### config.mk
export PLATFORM = sky130hd
export DESIGN_NAME = wb_select_stage
export DESIGN_NICKNAME = d
export VERILOG_FILES = /design/src/rtl/wb_select_stage.sv
export SDC_FILE = /design/constraint.sdc
export NUM_CORES = 1
export LEC_CHECK = 0
export CAP_MARGIN = 20
export CORE_MARGIN = 3
export CORE_UTILIZATION = 41
export CTS_CLUSTER_DIAMETER = 80
export DETAILED_ROUTE_END_ITERATION = 6
export PLACE_DENSITY = 0.8
export SETUP_SLACK_MARGIN = 0.02
export SLEW_MARGIN = 10
export SYNTH_ARGS = -nofsm -noshare
export SYNTH_HDL_FRONTEND = slang
export SYNTH_SLANG_ARGS = --single-unit
### constraint.sdc
create_clock -name clk -period 2 [get_ports clk]
set_clock_uncertainty 0.05 [all_clocks]
set_input_delay 0.6 -clock clk [delete_from_list [all_inputs] [get_ports clk]]
set_output_delay 0.6 -clock clk [all_outputs]
set_load 0.05 [all_outputs]
### src/rtl/wb_select_stage.sv
// Writeback stage: picks the writeback source, extracts/extends load lanes,
// applies the set-condition override and registers the result with stall/flush.
module wb_select_stage #(
    parameter int DATA_W = 32,
    parameter int REG_AW = 5,
    parameter int PC_INC = 4,
    parameter int CNT_W  = 32
) (
    input  logic              clk,
    input  logic              rst_n,
    input  logic              in_valid,
    input  logic              stall,
    input  logic              flush,
    input  logic [2:0]        choose,
    input  logic [1:0]        sel,
    input  logic [1:0]        size,
    input  logic              ld_unsigned,
    input  logic              set,
    input  logic              lower,
    input  logic [DATA_W-1:0] result,
    input  logic [DATA_W-1:0] data,
    input  logic [DATA_W-1:0] pc,
    input  logic [DATA_W-1:0] lo,
    input  logic [DATA_W-1:0] hi,
    input  logic [REG_AW-1:0] rd_in,
    input  logic              we_in,
    output logic              wb_valid,
    output logic              wb_we,
    output logic [REG_AW-1:0] wb_addr,
    output logic [DATA_W-1:0] wb_data,
    output logic              fwd_valid,
    output logic [REG_AW-1:0] fwd_addr,
    output logic [DATA_W-1:0] fwd_data,
    output logic [CNT_W-1:0]  retire_cnt
);

    logic [31:0]       data_lo;
    logic [7:0]        byte_lane;
    logic [15:0]       half_lane;
    logic [31:0]       lane32;
    logic              ext_bit;
    logic [DATA_W-1:0] load_val;
    logic [DATA_W-1:0] link_val;
    logic [DATA_W-1:0] sel_val;

    logic              valid_q, valid_d;
    logic              we_q, we_d;
    logic [REG_AW-1:0] addr_q, addr_d;
    logic [DATA_W-1:0] data_q, data_d;
    logic [CNT_W-1:0]  cnt_q, cnt_d;

    assign data_lo  = data[31:0];
    assign link_val = pc + DATA_W'(PC_INC);

    always_comb begin
        byte_lane = data_lo[{sel, 3'b000} +: 8];
        half_lane = sel[1] ? data_lo[31:16] : data_lo[15:0];
        case (size)
            2'b00:   lane32 = ld_unsigned ? {24'b0, byte_lane}
                                          : {{24{byte_lane[7]}}, byte_lane};
            2'b01:   lane32 = ld_unsigned ? {16'b0, half_lane}
                                          : {{16{half_lane[15]}}, half_lane};
            default: lane32 = data_lo;
        endcase
        // Word loads carry their own sign bit into any bits above 31.
        ext_bit = ~ld_unsigned & lane32[31];
    end

    generate
        if (DATA_W > 32) begin : g_wide
            assign load_val = {{(DATA_W-32){ext_bit}}, lane32};
        end else begin : g_narrow
            assign load_val = lane32;
        end
    endgenerate

    always_comb begin
        case (choose)
            3'd1:    sel_val = load_val;
            3'd2:    sel_val = link_val;
            3'd3:    sel_val = lo;
            3'd4:    sel_val = hi;
            default: sel_val = result;
        endcase
        if (set) begin
            sel_val = {{(DATA_W-1){1'b0}}, lower};
        end
    end

    always_comb begin
        valid_d = valid_q;
        we_d    = we_q;
        addr_d  = addr_q;
        data_d  = data_q;
        cnt_d   = cnt_q;
        if (flush) begin
            // Kill only the valid bit; payload stays put so forwarding muxes stay quiet.
            valid_d = 1'b0;
        end else if (!stall) begin
            valid_d = in_valid;
            we_d    = we_in;
            addr_d  = rd_in;
            data_d  = sel_val;
            if (in_valid) begin
                cnt_d = cnt_q + CNT_W'(1);
            end
        end
    end

    always_ff @(posedge clk or negedge rst_n) begin
        if (!rst_n) begin
            valid_q <= 1'b0;
            we_q    <= 1'b0;
            addr_q  <= '0;
            data_q  <= '0;
            cnt_q   <= '0;
        end else begin
            valid_q <= valid_d;
            we_q    <= we_d;
            addr_q  <= addr_d;
            data_q  <= data_d;
            cnt_q   <= cnt_d;
        end
    end

    assign wb_valid   = valid_q;
    assign wb_we      = valid_q & we_q & (addr_q != '0);
    assign wb_addr    = addr_q;
    assign wb_data    = data_q;
    assign fwd_valid  = wb_we;
    assign fwd_addr   = addr_q;
    assign fwd_data   = data_q;
    assign retire_cnt = cnt_q;

endmodule

==> results of run 1 <==
through the flow:
stage / instance area, um2 / setup slack (ns) / total power [mW] / hold WS, ns / TNS [ns]
floorplan: 5740 / -0.176 / 3.29 / 0.254 / -0.253
global placement: 9370 / -0.678 / 4.48 / 0.407 / -28.54
detailed placement: 9370 / -0.768 / 4.51 / 0.427 / -29.98
CTS: 9850 / -0.286 / 6.18 / 0.0908 / -0.572
global route: 10100 / -0.300 / 6.43 / 0.113 / -0.677
finish: 10100 / -0.275 / 6.23 / 0.0909 / -0.547
registers in the layout (all words and copies together), names as in the netlist:
signal and count:
fwd_data 32, wb_valid 1, we_q 1, retire_cnt 32, fwd_addr 5
final cells by class:
| cell class | count | share of cell area [%] |
|---|---|---|
| multi-input cells | 532 | 36.7 |
| inverters | 18 | 0.744 |
| repair buffers | 440 | 39.5 |
| clock inverters | 4 | 0.533 |
| flip-flops and latches | 71 | 17.8 |
| well taps | 176 | 2.18 |
| clock buffers | 12 | 2.54 |
final timing paths:
check | end | slack [ns] | cells past startpoint
setup / recovery | wb_we | -0.27 | 3
setup reg to reg | retire_cnt[31] | 0.17 | 5
max in group asynchronous | fwd_data[6] | 1.24 | 2
hold reg to reg | retire_cnt[31] | 0.43 | 1
hold / removal | retire_cnt[10] | 0.09 | 1
min in group clk | retire_cnt[31] | 0.43 | 1
routing by layer:
metal | vias to the layer above | routed length, um | GRT usage [%]
met2 | 441 | 12800 | 55.9
met1 | 3265 | 9130 | 39.1
met4 | 2 | 1100 | 14.3
met3 | 72 | 2580 | 6.86
li1 | 3271 | - | -
met5 | - | 11 | 0
placed cells by master (no fill, tap or decap), types with 5 or more instances in the layout:
| cell | n |
|---|---|
| sky130_fd_sc_hd__o22ai_1 | 11 |
| sky130_fd_sc_hd__mux2_2 | 9 |
| sky130_fd_sc_hd__a31oi_1 | 6 |
| sky130_fd_sc_hd__a32oi_1 | 5 |
| sky130_fd_sc_hd__buf_2 | 7 |
| sky130_fd_sc_hd__buf_6 | 18 |
| sky130_fd_sc_hd__buf_4 | 227 |
| sky130_fd_sc_hd__a21oi_1 | 36 |
| sky130_fd_sc_hd__a22oi_1 | 5 |
| sky130_fd_sc_hd__and3_1 | 8 |
| sky130_fd_sc_hd__nand3_1 | 19 |
| sky130_fd_sc_hd__o21a_1 | 11 |
| sky130_fd_sc_hd__clkbuf_2 | 9 |
| sky130_fd_sc_hd__dlymetal6s2s_1 | 7 |
| sky130_fd_sc_hd__nand4_1 | 18 |
| sky130_fd_sc_hd__o21ai_0 | 36 |
| sky130_fd_sc_hd__o211ai_1 | 6 |
| sky130_fd_sc_hd__mux2i_1 | 5 |
| sky130_fd_sc_hd__o31a_1 | 8 |
| sky130_fd_sc_hd__dfrtp_2 | 16 |
| sky130_fd_sc_hd__dfrtp_1 | 55 |
| sky130_fd_sc_hd__o21ai_1 | 10 |
| sky130_fd_sc_hd__or3_1 | 7 |
| sky130_fd_sc_hd__xnor2_1 | 33 |
| sky130_fd_sc_hd__clkdlybuf4s50_1 | 140 |
| sky130_fd_sc_hd__nor2_1 | 52 |
| sky130_fd_sc_hd__nor3_4 | 5 |
| sky130_fd_sc_hd__nor3_1 | 11 |
| sky130_fd_sc_hd__xor2_1 | 12 |
| sky130_fd_sc_hd__dlygate4sd2_1 | 10 |
| sky130_fd_sc_hd__o22a_1 | 9 |
| sky130_fd_sc_hd__o21ai_2 | 5 |
| sky130_fd_sc_hd__a22o_1 | 8 |
| sky130_fd_sc_hd__clkbuf_16 | 9 |
| sky130_fd_sc_hd__nand2_1 | 90 |
| sky130_fd_sc_hd__buf_12 | 20 |
| sky130_fd_sc_hd__inv_1 | 16 |
report_power, final:
group	switching [mW]	internal, mW
logic	1.61	1.14
registers	0.220	1.59
clock network	0.625	1.04
total	2.46	3.77
worst max-delay path, stage by stage (launching register included):
cell	delay [ns]
sky130_fd_sc_hd__dfrtp_2	0.42
sky130_fd_sc_hd__or3_1	0.38
sky130_fd_sc_hd__o311a_4	0.33
sky130_fd_sc_hd__buf_6	0.16
kinds of logic (layout without fill, tap and decap cells):
| logic type | Yosys count | in the layout | share of synthesized area (%) |
|---|---|---|---|
| XOR/XNOR | 48 | 48 | 7.49 |
| AND/OR/NAND/NOR | 258 | 260 | 22.8 |
| buffers and inverters | 99 | 474 | 9.49 |
| AO/OA/AOI/OAI | 206 | 206 | 24.8 |
| multiplexers | 16 | 16 | 3.28 |
| adder cells (fa/ha/maj) | 2 | 2 | 0.446 |
| flip-flops | 71 | 71 | 31.6 |
timing repair:
item	in CTS	in global routing
resized for setup	93	97
setup endpoints to repair	56	50
buffers inserted	8	6
cloned	2	0
pin swaps	17	35
==> metrics.md, run 1 <==
| Metric | Value |
|---|---|
| Run status | complete, but fails checks |
| Failing checks | setup timing |
| Max-slew violation count | 0 |
| Filler instances | 1020 |
| Required @ worst endpoint | 1.35 ns |
| Gate count of the mapped netlist | 700 |
| Quantity of hold-fixing buffers added after cts | 0 |
| Clock slew at reported path FFs | roughly 0.060 ns |
| Width of the chip | approximately 120 um |
| Max-cap viol count | 0 |
| Number of synthesized register bits | 71 |
| Beginning of the critical path | fwd_addr[1] |
| Combined area of the multi-input logic cells | 0.00370 mm2 |
| Count of placed standard cells in the final layout, fillers left out | 1253 |
| Type of the worst min-delay path | in -> async |
| CTS Buf Count | 9 |
| Most used DFF post-synth | sky130_fd_sc_hd__dfrtp_1 |
| Final critical delay including setup and external delays | roughly 2.3 ns |
| Site row count | between 40 and 50 |
| Via count of the first global-routing pass | around 6800 |
| Post-layout util | between 70 and 80% |
| Actual transition at the worst max-transition pin | 0.452 ns |
| H-tree levels | 3 |
| Seq/Total Area, Yosys | about a third |
| Starting density of the core | ~42% |
| First-iteration detailed-routing DRC count | around 630 |
| Global placement routability congestion | 0.993 |
| Dominant cell by count in the synthesized netlist | sky130_fd_sc_hd__nand2_1 |
| Signal arrival time at the worst endpoint | approximately 1.6 ns |
| Wire length of the first global-routing pass | between 30000 and 40000 um |
| Total standard cell area after synthesis | 0.00561 mm2 |
| Number of vias after detailed routing | 7051 |
| Number of DRC violations after detailed routing | 0 |
| Max transition margin | between 60% and 70% |
| Remaining global-route overflow | 0 |
| Detailed Place HPWL | 20400 um |
| FF/Latch Area | roughly 0.0018 mm2 |
| Top post-synthesis cells by area | sky130_fd_sc_hd__dfrtp_1 (32%), sky130_fd_sc_hd__nand2_1 (6.0%), sky130_fd_sc_hd__xnor2_1 (5.6%) |
| Core area | approximately 0.013 mm2 |
| Average footprint of a synthesized cell | 8.02 um2 |
| Clock insertion delay at the later pin of the skew report | approximately 0.33 ns |
| # setup viols final | 2 |
| IO buf count | slightly below 300 |
| Number of hold violations in the final report | 0 |
| Type of destination of the critical path | primary output |
| Period utilization | 114% |
| Critical Path Fanout Max | 3 |
| Startpoint Class | flip-flop |
| Unrepaired setup endpoints after global routing | yes |
| Reg-to-reg startpoint | retire_cnt[4] |
| Largest net degree at the start of global routing | 31 |
| Type of the worst setup path | reg -> out |
| Chip height | roughly 120 um |
| Antenna violations before repair | 1 |
| Syn Nets | 883 |
| P_leak | between 4 and 5 nW |
| Maximum ir drop on the vdd rail | a little over 400 uV |
| EDFF count, synth | 0 |
| DR pass1 iterations | 5 |
| Warnings, synthesis | 0 |
| Antenna viol nets, final | 0 |
| Synthesis-to-finish area growth | 79.7% |
| Pwr per Cell Area | 617 mW/mm2 |
| Cell count after placement | about 1200 |
| Smallest setup slack after layout | -0.275 ns |
| Highest clock rate | 440 MHz |
| Number of buffers between clock root and the deepest sink | 2 |
| Post-synth top area share | 31.6% |
| Antenna cell count | 0 |
| Routed wire per std cell | ~20 um |
| Total die area | between 0.015 and 0.02 mm2 |
| Number of nets at the end of the flow | between 1000 and 1500 |
| Sink Count | between 70 and 80 |
| Wirelength, routed | around 26000 um |
| Clock tree from TritonCTS | done |
| GRT Util Overall | 32.5% |
| Synth area leader | sky130_fd_sc_hd__dfrtp_1 |
| Synth unique cells | 67 |
| Ports placed on the boundary | 290 |
| Top cells by instance count after synthesis | sky130_fd_sc_hd__nand2_1 (90), sky130_fd_sc_hd__dfrtp_1 (71), sky130_fd_sc_hd__nor2_1 (55), sky130_fd_sc_hd__o21ai_0 (52), sky130_fd_sc_hd__a21oi_1 (40) |
| Root buffer cell | sky130_fd_sc_hd__clkbuf_16 |
| Post-synthesis async set-or-reset flop share | 100% |
| Fraction of layout cells with a size suffix above 1 | approximately 37% |
| Per-cell via count in the routed design | between 5 and 6 |
Power figures use the tool's default switching activity.
==> inputs of run 2 (changes only) <==
CAP_MARGIN = not set   (was 20)
CTS_BUF_LIST = sky130_fd_sc_hd__clkbuf_16   (was not set)
==> run 2 against run 1 <==
- sequential share of layout area decreased by 0.092 points
- the run still ends with setup timing left
- combinational power about the same
- count of clock-buffer cells in the layout decreased by 3
- critical path depth unchanged
- largest power group unchanged
- global-route usage about the same
- setup slack improved by 0.0075 ns
- utilization increased by 0.40 points
- clock power decreased by 5%
- cell area increased by 0.52%
- flip-flop and latch count unchanged
- largest cell class unchanged
==> metrics.md, run 2 (synthesis results as in run 1) <==
| Metric | Value |
|---|---|
| Failing checks | setup timing |
| Number of hold violations in the final report | 0 |
| Count of placed standard cells in the final layout, fillers left out | 1257 |
| Actual transition at the worst max-transition pin | between 0.4 and 0.5 ns |
| Total negative slack | -0.527 ns |
| Depth of the worst register-to-register path | 5 |
| Critical Path Fanout Max | 2 |
| Site row count | 42 |
| DR pass1 iterations | 5 |
| Clock insertion delay at the later pin of the skew report | 0.33 ns |
| Fraction of layout cells with a size suffix above 1 | approximately 37% |
| Type of destination of the critical path | primary output |
| Clock slew at reported path FFs | 0.06 ns |
| Highest clock rate | about 440 MHz |
| Number of buffers between clock root and the deepest sink | 2 |
| Cell count after placement | approximately 1200 |
| Global placement routability congestion | 0.993 |
| Most frequent cells in the layout | sky130_fd_sc_hd__buf_4 (228), sky130_fd_sc_hd__clkdlybuf4s50_1 (139), sky130_fd_sc_hd__nand2_1 (90) |
| Number of DRC violations after detailed routing | 0 |
| Final critical delay including setup and external delays | approximately 2.3 ns |
| H-tree levels | 3 |
| Type of the worst setup path | reg -> out |
| Unrepaired setup endpoints after global routing | yes |
| Antenna violations before repair | 1 |
| Number of vias after detailed routing | approximately 7000 |
| Wirelength, routed | approximately 26000 um |
| Post-layout util | roughly 76% |
| Period utilization | 113% |
| Routed wire per std cell | approximately 21 um |
| Quantity of hold-fixing buffers added after cts | 0 |
| Chip height | 123 um |
| Largest net degree at the start of global routing | 31 |
| Max-slew violation count | 0 |
| CTS Buf Count | 9 |
| P_leak | between 4 and 5 nW |
| Smallest hold slack | between 0.09 and 0.1 ns |
| # setup viols final | 2 |
| Run status | complete, but fails checks |
| GRT Util Overall | ~33% |
| Ports placed on the boundary | 290 |
| Sink Count | 71 |
| Clock tree from TritonCTS | done |
| Per-cell via count in the routed design | 5.68 |
| Synthesis-to-finish area growth | 80.7% |
| Wire length of the first global-routing pass | around 37000 um |
| Core area | around 0.013 mm2 |
| Antenna cell count | 0 |
| Number of nets at the end of the flow | ~1300 |
| Most common library cell in the layout ignoring fill and taps | sky130_fd_sc_hd__buf_4 |
| Root buffer cell | sky130_fd_sc_hd__clkbuf_16 |
| Starting density of the core | around 42% |
| Startpoint Class | flip-flop |
| Detailed Place HPWL | 20400 um |
| Pwr per Cell Area | 608 mW/mm2 |
| Width of the chip | around 120 um |
| Maximum ir drop on the vdd rail | 407 uV |
| IO buf count | ~290 |
| Type of the worst min-delay path | in -> async |
| Total die area | roughly 0.015 mm2 |
| Max-cap viol count | 0 |
| Smallest setup slack after layout | -0.267 ns |
| First-iteration detailed-routing DRC count | a little under 600 |
| Signal arrival time at the worst endpoint | between 1.5 and 2 ns |
| Via count of the first global-routing pass | 6829 |
| Remaining global-route overflow | 0 |
| Max transition margin | between 60% and 70% |
| Required @ worst endpoint | around 1.4 ns |
| Antenna viol nets, final | 0 |
run 2: cell type report:
class	instances	area, um2
inverters	18	75.1
repair buffers	444	4050
multi-input cells	532	3710
clock inverters	7	65.1
fillers	1010	3150
clock buffers	9	225
flip-flops and latches	71	1800
well taps	176	220
run 2: report_power, final:
group          internal, mW  leakage (nW)  switching (mW)
sequential             1.59         0.914           0.219
clock                 0.956         0.138           0.616
combinational          1.17          3.49            1.62
total                  3.71          4.54            2.46
run 2: what timing repair did:
item | 4_1_cts | 5_1_grt
setup buffers | 9 | 8
endpoints found under the setup margin | 56 | 50
gates cloned | 3 | 0
gates resized for setup | 95 | 102
pin swaps | 17 | 42
run 2: per-stage QoR:
stage                     worst slack [ns]  area (um2)  total power, mW
after floorplan                     -0.176        5740             3.29
after global placement              -0.678        9370             4.48
after detailed placement            -0.768        9370             4.51
after CTS                           -0.268        9880             6.12
after global routing                -0.297       10100             6.36
final                               -0.267       10100             6.17
run 2: layer usage:
layer / share of wire (%) / track usage, % / vias up
met5: 0 / 0 / -
met2: 50 / 56.1 / 449
met3: 9.3 / 7.27 / 81
li1: - / - / 3276
met4: 4.7 / 15.6 / 0
met1: 36 / 38.3 / 3337
run 2: worst max-delay path, cell delays in order, from the launching register on:
cell                      delay [ns]
sky130_fd_sc_hd__dfrtp_2        0.40
sky130_fd_sc_hd__or3_4          0.38
sky130_fd_sc_hd__o311a_4        0.33
sky130_fd_sc_hd__buf_6          0.16
run 2: path summary, 6_finish.rpt:
kind                            slack (ns)        endpoint            from
worst max-delay path                 -0.27           wb_we     fwd_addr[1]
worst min register to register        0.43  retire_cnt[31]  retire_cnt[31]
min in group clk                      0.43  retire_cnt[31]  retire_cnt[31]
max in group asynchronous             1.24  retire_cnt[20]           rst_n
worst min-delay path                  0.09  retire_cnt[10]           rst_n
worst max register to register        0.18  retire_cnt[31]   retire_cnt[4]
==> inputs of run 3 (changes only) <==
MAX_ROUTING_LAYER = met4   (was not set)
PLACE_DENSITY = not set   (was 0.8)
PLACE_DENSITY_LB_ADDON = 0.12   (was not set)
TNS_END_PERCENT = 20   (was not set)
==> run 3 against run 2 <==
- the flow still finishes with violations (setup timing)
- register-to-register slack got worse by 0.09 ns
- flip-flop and latch count unchanged
- critical path depth unchanged
- sequential share of layout area decreased by 0.24 points
- non-clock buffer count increased by 22
- cell area increased by 0.54%
- die area unchanged
- worst hold slack improved by 0.067 ns
- maximum frequency decreased by 0.88%
- global-route usage increased by 3.0 points
- sequential power about the same
- setup slack got worse by 0.020 ns
==> metrics.md, run 3 (synthesis results as in run 1) <==
| Metric | Value |
|---|---|
| Run status | complete, but fails checks |
| Failing checks | setup timing |
| Max transition margin | a little over two thirds |
| Period utilization | 114% |
| Antenna viol nets, final | 0 |
| Unrepaired setup endpoints after global routing | yes |
| Final critical delay including setup and external delays | around 2.3 ns |
| Most frequent cells in the layout | sky130_fd_sc_hd__buf_4 (256), sky130_fd_sc_hd__clkdlybuf4s50_1 (141), sky130_fd_sc_hd__nand2_1 (89) |
| Number of nets at the end of the flow | ~1300 |
| Detailed Place HPWL | 21700 um |
| Depth of the worst register-to-register path | 6 |
| Pwr per Cell Area | roughly 630 mW/mm2 |
| Total die area | between 0.015 and 0.02 mm2 |
| Most common library cell in the layout ignoring fill and taps | sky130_fd_sc_hd__buf_4 |
| Number of buffers between clock root and the deepest sink | 2 |
| Antenna violations before repair | 1 |
| Register-to-register path setup slack | approximately 0.090 ns |
| Number of hold violations in the final report | 0 |
| Clock slew at reported path FFs | around 0.07 ns |
| Filler instances | between 900 and 1000 |
| Number of DRC violations after detailed routing | 0 |
| Startpoint Class | flip-flop |
| Wirelength, routed | between 20000 and 30000 um |
| H-tree levels | 3 |
| Routed wire per std cell | around 21 um |
| DR pass1 iterations | 5 |
| Global placement routability congestion | a little over 1 |
| Actual transition at the worst max-transition pin | 0.458 ns |
| Max-slew violation count | 0 |
| Type of destination of the critical path | primary output |
| Critical Path Fanout Max | 2 |
| Starting density of the core | between 40% and 50% |
| Required @ worst endpoint | between 1 and 1.5 ns |
| Worst setup slack before clock tree synthesis | -0.742 ns |
| Remaining global-route overflow | 0 |
| Fraction of layout cells with a size suffix above 1 | between 30% and 40% |
| Chip height | about 120 um |
| FF-to-FF End | retire_cnt[31] |
| Number of vias after detailed routing | 7392 |
| Core area | between 0.01 and 0.015 mm2 |
| Largest net degree at the start of global routing | 35 |
| Maximum ir drop on the vdd rail | between 400 and 500 uV |
| Quantity of hold-fixing buffers added after cts | 0 |
| Type of the worst min-delay path | in -> async |
| Via count of the first global-routing pass | approximately 7500 |
| Clock insertion delay at the later pin of the skew report | between 0.3 and 0.4 ns |
| Root buffer cell | sky130_fd_sc_hd__clkbuf_16 |
| Smallest setup slack after layout | -0.287 ns |
| Met3 wire length | 2200 um |
| First-iteration detailed-routing DRC count | 590 |
| P_leak | around 4.6 nW |
| GRT Util Overall | a little over a third |
| Area after DPL | about 0.0095 mm2 |
| Synthesis-to-finish area growth | 81.7% |
| Sink Count | between 70 and 80 |
| Sum of met2 wire segment lengths after detailed routing | roughly 14000 um |
| Clock tree from TritonCTS | done |
| Type of the worst setup path | reg -> out |
| Ports placed on the boundary | between 200 and 300 |
| Per-cell via count in the routed design | roughly 5.8 |
| Layout Cell Area excl Fill | between 0.01 and 0.015 mm2 |
| CTS Buf Count | 9 |
| Max-cap viol count | 0 |
| Signal arrival time at the worst endpoint | 1.64 ns |
| Reg-to-reg startpoint | retire_cnt[6] |
| # setup viols final | 4 |
| Site row count | 42 |
| Highest clock rate | 437 MHz |
| Wire length of the first global-routing pass | between 30000 and 40000 um |
| Width of the chip | 123 um |
| Routed length on met1 | ~10000 um |
| Highest metal layer with signal wires | met4 |
| IO buf count | ~290 |
run 3: changes by cell type in the layout (fill, tap and decap cells not counted), sizes merged:
cell / before / now
dlygate4sd2: 9 / 19
bufbuf: 1 / 0
clkdlybuf4s50: 139 / 141
bufinv: 1 / 2
dlymetal6s2s: 8 / 3
clkinvlp: 4 / 2
clkbuf: 19 / 15
clkinv: 2 / 1
inv: 18 / 20
buf: 275 / 291
clkdlybuf4s15: 2 / 6
diode: 0 / 1
run 3: through the flow:
step | hold WS, ns | setup TNS, ns | instances | util, % | power (mW)
finish | 0.158 | -0.601 | 1280 | 76.7 | 6.41
global route | 0.197 | -0.814 | 1280 | 76.7 | 6.62
CTS | 0.171 | -0.668 | 1275 | 75.6 | 6.36
detailed placement | 0.409 | -33.00 | 1250 | 71.3 | 4.55
global placement | 0.407 | -30.14 | 1250 | 71.3 | 4.51
floorplan | 0.254 | -0.816 | 700 | - | 3.28
run 3: what timing repair did:
| item | CTS | global route |
|---|---|---|
| gates resized for setup | 117 | 56 |
| buffers inserted | 6 | 4 |
| setup endpoints to repair | 58 | 46 |
| gates cloned | 3 | 0 |
| pin swaps | 24 | 23 |
run 3: how the worst max path moves through the flow:
stage / startpoint / endpoint / slack, ns
floorplan: fwd_addr[1] / wb_we / -0.18
global placement: choose[1] / fwd_data[19] / -0.73
detailed placement: sel[1] / fwd_data[29] / -0.74
CTS: fwd_addr[1] / fwd_valid / -0.28
global route: fwd_addr[1] / wb_we / -0.31
finish: fwd_addr[1] / wb_we / -0.29
run 3: cell type report:
cell class | instances | area (um2) | area share [%]
repair buffers | 466 | 4150 | 40.7
diodes | 1 | 2.50 | 0.0245
well taps | 176 | 220 | 2.16
flip-flops and latches | 71 | 1780 | 17.5
clock buffers | 9 | 225 | 2.21
clock inverters | 7 | 104 | 1.02
inverters | 18 | 67.6 | 0.662
multi-input cells | 532 | 3650 | 35.8
run 3: critical path, cell delays in order, from the launching register on:
cell and delay, ns:
sky130_fd_sc_hd__dfrtp_2 0.42, sky130_fd_sc_hd__or3_4 0.39, sky130_fd_sc_hd__o311a_4 0.33, sky130_fd_sc_hd__buf_6 0.16
run 3: per-layer routing:
metal	global-route usage [%]	vias to the layer above
li1	-	3322
met1	40.2	3522
met2	61.2	458
met3	7.04	90
met4	15.5	0
met5	-	-
run 3: power by group:
| part | internal (mW) | switching (mW) |
|---|---|---|
| Sequential | 1.58 | 0.203 |
| Clock | 1.11 | 0.671 |
| Combinational | 1.19 | 1.66 |
| Total | 3.88 | 2.53 |
